<file path="config.mk">
export PLATFORM = sky130hd
export DESIGN_NAME = chunk_add_seq
export DESIGN_NICKNAME = d
export VERILOG_FILES = /design/src/rtl/add_seq_pkg.sv /design/src/rtl/add_slice.sv /design/src/rtl/chunk_add_seq.sv
export SDC_FILE = /design/constraint.sdc
export NUM_CORES = 1
export LEC_CHECK = 0
export BUFFER_PORTS_ARGS = -buffer_cell sky130_fd_sc_hd__clkbuf_2
export CAP_MARGIN = 15
export CORE_MARGIN = 5
export CORE_UTILIZATION = 52
export CTS_BUF_LIST = sky130_fd_sc_hd__clkbuf_2 sky130_fd_sc_hd__clkbuf_4 sky130_fd_sc_hd__clkbuf_8
export DETAILED_ROUTE_END_ITERATION = 10
export GPL_TIMING_DRIVEN = 0
export PLACE_DENSITY_LB_ADDON = 0.08
export SETUP_SLACK_MARGIN = 0.3
export SYNTH_ARGS = -nofsm -noshare
export SYNTH_HDL_FRONTEND = slang
export SYNTH_SLANG_ARGS = --single-unit
</file>
<file path="constraint.sdc">
create_clock -name clk -period 4.41 [get_ports clk]
set_input_delay 0.2205 -clock clk [delete_from_list [all_inputs] [get_ports clk]]
set_output_delay 0.2205 -clock clk [all_outputs]
set_load 0.02 [all_outputs]
</file>
<file path="src/rtl/add_seq_pkg.sv">
// Shared types for the chunked sequential adder.
// State encodings and the counter-width helper.
package add_seq_pkg;

  typedef enum logic [1:0] {
    ST_IDLE = 2'd0,
    ST_RUN  = 2'd1,
    ST_DONE = 2'd2
  } state_t;

  function automatic int clog2(input int n);
    int r;
    for (r = 0; (1 << r) < n; r++) begin
    end
    return r;
  endfunction

endpackage

</file>
<file path="src/rtl/add_slice.sv">
// Combinational CHUNK-bit ripple-carry slice.
// Full-adder cells chained LSB to MSB; holds no state.
module add_slice #(
  parameter int CHUNK = 4
) (
  input  logic [CHUNK-1:0] a,
  input  logic [CHUNK-1:0] b,
  input  logic             cin,
  output logic [CHUNK-1:0] s,
  output logic             cout
);

  // ripple the carry through each bit position
  always_comb begin
    logic cy;
    s  = '0;
    cy = cin;
    for (int i = 0; i < CHUNK; i++) begin
      s[i] = a[i] ^ b[i] ^ cy;
      cy   = (a[i] & b[i]) | (cy & (a[i] ^ b[i]));
    end
    cout = cy;
  end

endmodule

</file>
<file path="src/rtl/chunk_add_seq.sv">
// Multi-cycle adder: one CHUNK slice per clock, LSB chunk first.
// Define ADD_SEQ_SUB_EN to add the sub port (a-b via inverted b).
module chunk_add_seq
  import add_seq_pkg::*;
#(
  parameter int WIDTH = 16,
  parameter int CHUNK = 4
) (
  input  logic             clk,
  input  logic             rst_n,
  input  logic             in_valid,
  output logic             in_ready,
  input  logic [WIDTH-1:0] a,
  input  logic [WIDTH-1:0] b,
`ifdef ADD_SEQ_SUB_EN
  input  logic             sub,
`endif
  output logic             out_valid,
  input  logic             out_ready,
  output logic [WIDTH-1:0] sum,
  output logic             cout,
  output logic             busy
);

  localparam int NCHUNK = WIDTH / CHUNK;
  localparam int CW = (NCHUNK > 1) ? clog2(NCHUNK) : 1;
  localparam logic [CW-1:0] LAST = CW'(NCHUNK - 1);

  if (CHUNK < 1 || CHUNK > WIDTH || (WIDTH % CHUNK) != 0) begin : g_bad
    $error("chunk_add_seq: WIDTH must be a multiple of CHUNK");
  end

  state_t           state_q, state_d;
  logic [CW-1:0]    cnt_q, cnt_d;
  logic             carry_q, carry_d;
  logic [WIDTH-1:0] a_sh_q, a_sh_d;
  logic [WIDTH-1:0] b_sh_q, b_sh_d;
  logic [WIDTH-1:0] sum_q, sum_d;
  logic             cout_q, cout_d;

  logic [CHUNK-1:0] sl_s;
  logic             sl_c;

  add_slice #(.CHUNK(CHUNK)) u_slice (
    .a    (a_sh_q[CHUNK-1:0]),
    .b    (b_sh_q[CHUNK-1:0]),
    .cin  (carry_q),
    .s    (sl_s),
    .cout (sl_c)
  );

  // in_ready is gated by reset so every output reads 0 while held
  assign in_ready  = (state_q == ST_IDLE) & rst_n;
  assign out_valid = (state_q == ST_DONE);
  assign busy      = (state_q != ST_IDLE);
  assign sum       = sum_q;
  assign cout      = cout_q;

  // next-state: capture, chunk shifting and result handshake
  always_comb begin
    state_d = state_q;
    cnt_d   = cnt_q;
    carry_d = carry_q;
    a_sh_d  = a_sh_q;
    b_sh_d  = b_sh_q;
    sum_d   = sum_q;
    cout_d  = cout_q;
    unique case (state_q)
      ST_IDLE: begin
        if (in_valid && in_ready) begin
          a_sh_d  = a;
          b_sh_d  = b;
          carry_d = 1'b0;
`ifdef ADD_SEQ_SUB_EN
          if (sub) begin
            b_sh_d  = ~b;
            carry_d = 1'b1;
          end
`endif
          cnt_d   = '0;
          state_d = ST_RUN;
        end
      end
      ST_RUN: begin
        sum_d   = WIDTH'({sl_s, sum_q} >> CHUNK);
        carry_d = sl_c;
        a_sh_d  = a_sh_q >> CHUNK;
        b_sh_d  = b_sh_q >> CHUNK;
        cnt_d   = cnt_q + 1'b1;
        if (cnt_q == LAST) begin
          cout_d  = sl_c;
          state_d = ST_DONE;
        end
      end
      ST_DONE: begin
        if (out_ready) state_d = ST_IDLE;
      end
      default: state_d = ST_IDLE;
    endcase
  end

  // all state registers, cleared asynchronously
  always_ff @(posedge clk or negedge rst_n) begin
    if (!rst_n) begin
      state_q <= ST_IDLE;
      cnt_q   <= '0;
      carry_q <= 1'b0;
      a_sh_q  <= '0;
      b_sh_q  <= '0;
      sum_q   <= '0;
      cout_q  <= 1'b0;
    end else begin
      state_q <= state_d;
      cnt_q   <= cnt_d;
      carry_q <= carry_d;
      a_sh_q  <= a_sh_d;
      b_sh_q  <= b_sh_d;
      sum_q   <= sum_d;
      cout_q  <= cout_d;
    end
  end

endmodule

</file>
==> results of run 1 <==
per-stage QoR:
stage	hold WS (ns)	area [um2]	utilization (%)	setup slack (ns)
after detailed placement	0.230	2760	62.5	2.26
after global placement	0.417	2740	62.0	1.93
after global routing	0.100	2880	65.3	2.15
final	0.0976	2880	65.3	2.24
after CTS	0.0926	2880	65.3	2.23
after floorplan	-0.0751	2400	-	2.35
placed cells by master (no fill, tap or decap):
| cell type | instances |
|---|---|
| clkbuf_2 | 56 |
| dfrtp_1 | 54 |
| nor2_1 | 25 |
| mux2i_1 | 24 |
| a21oi_1 | 24 |
| nand2_1 | 21 |
| mux2_2 | 14 |
| o21ai_0 | 13 |
| inv_1 | 10 |
| clkbuf_1 | 5 |
| clkbuf_8 | 5 |
| fa_1 | 4 |
| buf_2 | 3 |
| nand2b_1 | 2 |
| buf_4 | 2 |
| buf_8 | 2 |
| o22ai_1 | 2 |
| nand3b_1 | 2 |
| clkinvlp_4 | 2 |
| or2_2 | 1 |
| and4bb_2 | 1 |
| buf_6 | 1 |
| o21bai_1 | 1 |
| ha_1 | 1 |
| bufinv_16 | 1 |
| dlygate4sd3_1 | 1 |
| buf_12 | 1 |
flip-flops by register name, indices dropped and copies added (netlist names):
| name | cells |
|---|---|
| carry_q | 1 |
| b_sh_q | 16 |
| a_sh_q | 16 |
| cnt_q | 2 |
| cout | 1 |
| sum | 16 |
| state_q | 2 |
power groups by stage:
stage | clock, W | sequential [W] | combinational (W)
3_3_place_gp | 0 | 0.000883 | 0.000978
4_1_cts | 0.000347 | 0.000883 | 0.00101
6_report | 0.000335 | 0.000882 | 0.000985
3_5_place_dp | 0 | 0.000894 | 0.00100
2_1_floorplan | 0 | 0.000961 | 0.000640
5_1_grt | 0.000369 | 0.000914 | 0.00111
kinds of logic after synthesis:
logic type,count (synthesis),synth area share [%]
buffers and inverters,24,5.53
and+or+nand+nor,52,9.13
adders and majority gates,5,3.86
DFF,54,56.3
AOI/OAI and AO/OA,40,8.56
muxes,38,16.6
cell type report:
cell class                      instances  area [um2]  area share (%)
Buffer                                 14        95.1            3.30
Sequential cell                        54        1350            46.9
Timing Repair Buffer                   57         305            10.6
Clock buffer                            5        68.8            2.39
Clock inverter                          3        45.0            1.56
Multi-Input combinational cell        135         915            31.7
Tap cell                               52        65.1            2.26
Inverter                               10        37.5            1.30
path summary, 6_finish.rpt:
check | from | slack (ns) | end
max in group asynchronous | rst_n | 3.43 | a_sh_q[5]$_DFFE_PN0P_
worst max-delay path | carry_q$_DFFE_PN0P_ | 2.24 | sum[15]$_DFFE_PN0P_
min in group asynchronous | rst_n | 0.41 | sum[3]$_DFFE_PN0P_
worst max register to register | carry_q$_DFFE_PN0P_ | 2.24 | sum[15]$_DFFE_PN0P_
worst min-delay path | b[14] | 0.1 | b_sh_q[14]$_DFFE_PN0P_
worst min register to register | cout$_DFFE_PN0P_ | 0.50 | cout$_DFFE_PN0P_
per-layer routing:
metal	wire length, um	vias up
met1	1980	812
met4	85	0
met2	2430	38
met3	261	9
li1	-	838
met5	0	-
worst reg2reg max path: stages (launching register included):
cell     delay [ns]
dfrtp_1        0.42
fa_1           0.42
inv_1          0.08
fa_1           0.15
inv_1          0.05
fa_1           0.36
inv_1          0.07
fa_1           0.39
o21ai_0        0.16
==> impl_metrics.toml, run 1 <==
[status]
outcome = "complete, no violations"

[power]
total_power_w = 0.00220
power_frac_clock_pct = 15.2
netSwitchingFraction_pct = 39.3
power_switching_w = 0.000865
comb_power_share_pct = 44.7
p_int_w = 0.00134
power.leakage_nw = 1.37
power-per-cell-area_nw_per_um2 = 764
seqPwrFrac_pct = 40.0
ir_worst_vdd_mv = 0.317

[job]
cap_violations = 0

[setup_path]
cp_top_family = "adder cells"
path_class = "flip-flop to flip-flop"
crit_cells = 8
start_kind = "flip-flop"
slowest_delay_ns = 0.42
cp_max_fo = 2
crit_slowest_cell = "dfrtp_1"
critPathRequiredTime_ns = 4.65
path_buf_inv = 3
crit_top_cell = "fa_1"
critPathCaptureType = "flip-flop"
crit_arrival_ns = 2.41
cp_cell_sequence = "fa_1 -> inv_1 -> fa_1 -> inv_1 -> fa_1 -> inv_1 -> fa_1 -> o21ai_0"
worstRegToRegCells = 8

[route]
drtPass1Iterations = 4
drt_iter0_drc = 71
detail_route.wl_per_cell_um = 14.4
routed_via_density = 5.14
remaining_drc_errors = 0
routed_wl_mm = 4.76
num_vias = 1697
ant_nets = 0

[timing]
worstMarginPinSlew_ns = 0.538
fmax_ghz = 0.461
setup_viol = 0
rsz0062_at_grt = "no"
finalCriticalPeriod_ns = 2.17
hold_viol = 0
fin_crit_sh_pct = 49.1
tns_ns = 0
clock_skew_ns = 0.00730
relSlewSlack_pct = 64.1
drv_slew = 0

[worst_hold_path]
min_delay_path_depth = 3
hp-class = "input port to flip-flop"

[grt]
met1_usage_pct = 19.5
antenna_found_initial = 0
grt_busiest_layer = "met2"
grt_pass1_wl_mm = 8.06
grt_use_met3_pct = 4.75
grt_max_degree = 37
overflow = 0
grtUsageTotal_pct = 16.8
grt_pass1_vias = 1746
gr-usage-met2_pct = 29.2

[logic_synthesis]
yosysMostFrequentCell = "dfrtp_1"
synth_edf_count = 0
synth.distinct_cells = 22
synth_area_leaders = "dfrtp_1 56%, mux2i_1 10%, mux2_2 6.6%, a21oi_1 5.0%, nor2_1 3.9%"
yosys.area.top_type = "dfrtp_1"
ys_ff_latch = 54
synth_commonest_cells = "54 x dfrtp_1, 25 x nor2_1, 24 x a21oi_1, 24 x mux2i_1, 21 x nand2_1"
ys_async_sr_fraction_pct = 100
syn_area_per_cell_um2 = 11.3
synth_top_area_share_pct = 56.3
ys.flop_type = "dfrtp_1"
syn_inst = 213
ys.warnings.count = 0
syn_nets = 254
synthesis.area_um2 = 2400
yosysSeqAreaShare_pct = 56.3

[final_layout]
antenna_cells = 0
final_layout_size_suffix_gt1_share_pct = 32.0
finalNetCount = 318
syn2layout_area_growth_pct = 20.2
stdcell_count = 330
fillers = 388

[place]
port_buffers = 55
place_hpwl_mm = 3.51
gp_congestion = 0.740
dp.cells = 321

[die]
row_count = 24
core_area_um2 = 4410
initial_core_util_pct = 54.3
die_h_um = 77.9
die_w_um = 77.9
num_io_pins = 56
die_area_um2 = 6070

[cts]
htree_levels = 2
postCtsSetupRepairBufs = 0
insertion_delay_ns = 0.31
clkSinkCount = 54
clkTransAtPathRegs_ns = 0.10
ctsResizeCount = 0
cts_tree = "done"
cts_root_buf = "clkbuf_8"
numCtsBuffers = 5
cts_buffer_depth = 2
cts_hold_buffers = 1
Note: power is estimated with default switching activity, not from simulation.
==> run 2, diff against run 1 <==
- clock period: 4.41 -> 2.16 ns (I/O delays scaled with it)
==> run 2 against run 1 <==
- total power rose by 100%
- non-clock buffer count is 4 higher
- clock power increased by 75%
- clock skew shrank 0.0022 ns
- largest cell class unchanged
- maximum frequency rose by 5.5%
- highest routed layer unchanged
- critical endpoint unchanged
- cell count increased by 1.2%
==> impl_metrics.toml, run 2 (synthesis results as in run 1) <==
[die]
core_area_um2 = 4410
die_h_um = 77.9
die_w_um = 77.9
row_count = 24
die_area_um2 = 6070
initial_core_util_pct = 54.3
num_io_pins = 56

[worst_hold_path]
hp-class = "input port to flip-flop"

[grt]
grtUsageTotal_pct = 16.9
grt_pass1_wl_mm = 8.22
overflow = 0
antenna_found_initial = 0
grt_max_degree = 29
grt_pass1_vias = 1745

[final_layout]
final_cell_mix = "56 x clkbuf_2, 54 x dfrtp_1, 25 x nor2_1"
final_layout_size_suffix_gt1_share_pct = 34.4
fin_area_um2 = 2920
finalNetCount = 322
syn2layout_area_growth_pct = 21.9
final_common_cell = "clkbuf_2"
antenna_cells = 0
stdcell_count = 334
fillers = 367

[timing]
fin_crit_sh_pct = 95.1
hold_viol = 0
worstMarginPinSlew_ns = 0.498
setup_viol = 0
tns_ns = 0
finalCriticalPeriod_ns = 2.05
clock_skew_ns = 0.00509
relSlewSlack_pct = 66.8
fmax_ghz = 0.487
drv_slew = 0
rsz0062_at_grt = "yes"

[route]
num_vias = 1735
ant_nets = 0
routed_via_density = 5.19
routed_wl_mm = 4.70
detail_route.wl_per_cell_um = 14.1
drtPass1Iterations = 4
drt_iter0_drc = 55
remaining_drc_errors = 0

[setup_path]
critPathCaptureType = "flip-flop"
cp_max_fo = 2
critPathRequiredTime_ns = 2.39
start_kind = "flip-flop"
crit_arrival_ns = 2.28
path_class = "flip-flop to flip-flop"

[place]
dp.cells = 321
gp_congestion = 0.752
port_buffers = 55
place_hpwl_mm = 3.44
placed_area_um2 = 2770

[power]
power.leakage_nw = 1.40
ir_worst_vdd_mv = 0.682
power-per-cell-area_nw_per_um2 = 1530

[cts]
clkSinkCount = 54
cts_root_buf = "clkbuf_8"
cts_buffer_depth = 2
cts_tree = "done"
insertion_delay_ns = 0.30
numCtsBuffers = 5
clkTransAtPathRegs_ns = 0.09
htree_levels = 2

[status]
outcome = "complete, no violations"

[job]
cap_violations = 0
## run 2: cell types whose count changed in the layout (fill, tap and decap cells not counted), sizes merged
cell / previous run / this run
buf: 9 / 11
clkbuf: 66 / 68
clkinvlp: 2 / 0
dlygate4sd3: 1 / 3
bufinv: 1 / 0
clkinv: 0 / 1
## run 2: through the flow
stage / setup slack (ns) / power (W) / hold slack (ns) / util, %
after floorplan: 0.175 / 0.00330 / -0.188 / -
after global placement: -0.204 / 0.00383 / 0.303 / 62.2
after detailed placement: 0.109 / 0.00389 / 0.231 / 62.7
after CTS: 0.0974 / 0.00450 / 0.00230 / 66.1
after global routing: 0.0437 / 0.00484 / 0.00730 / 66.2
final: 0.106 / 0.00446 / 0.00795 / 66.2
## run 2: cell type report
type                    count  area (um2)  share of cell area [%]
flip-flops and latches     54        1350                    46.2
multi-input cells         135         926                    31.7
repair buffers             61         353                    12.1
plain buffers              14        95.1                    3.25
clock buffers               7        90.1                    3.08
well taps                  52        65.1                    2.23
inverters                  10        37.5                    1.28
clock inverters             1        5.00                   0.171
## run 2: critical path: stages (launching register included)
cell and delay (ns):
dfrtp_1 0.42, fa_2 0.39, inv_2 0.06, fa_2 0.18, inv_2 0.04, fa_2 0.33
inv_2 0.06, fa_1 0.40, o21ai_1 0.12
## run 2: power by group
part | internal, W | switching, W
clock network | 0.000272 | 0.000313
registers | 0.00151 | 0.000285
logic | 0.000922 | 0.00115
## run 2: worst paths after layout
check | endpoint | depth (start not counted) | startpoint | slack [ns]
max reg2reg | sum[15]$_DFFE_PN0P_ | 8 | carry_q$_DFFE_PN0P_ | 0.11
max | sum[15]$_DFFE_PN0P_ | 8 | carry_q$_DFFE_PN0P_ | 0.11
min | b_sh_q[12]$_DFFE_PN0P_ | 3 | b[12] | 0.008
min in group asynchronous | a_sh_q[4]$_DFFE_PN0P_ | 3 | rst_n | 0.37
max in group asynchronous | sum[9]$_DFFE_PN0P_ | 3 | rst_n | 1.63
min reg2reg | sum[2]$_DFFE_PN0P_ | 1 | sum[2]$_DFFE_PN0P_ | 0.51
## run 2: repair_timing
action / in CTS / in global routing
cloned: 0 / 0
buffers inserted: 1 / 0
pin swaps: 1 / 2
endpoints found under the hold margin: 30 / 0
hold buffers: 4 / 0
endpoints found under the setup margin: 3 / 4
gates resized for setup: 1 / 2
## run 2: routing by layer
| layer | track usage, % | vias to the layer above | wire length, um | part of all wire (%) |
|---|---|---|---|---|
| met5 | 0 | - | 0 | 0 |
| met4 | 4.22 | 0 | 37 | 0.79 |
| met3 | 3.94 | 4 | 258 | 5.5 |
| met2 | 28.3 | 47 | 2300 | 49 |
| met1 | 22.3 | 830 | 2110 | 45 |
| li1 | - | 854 | - | - |
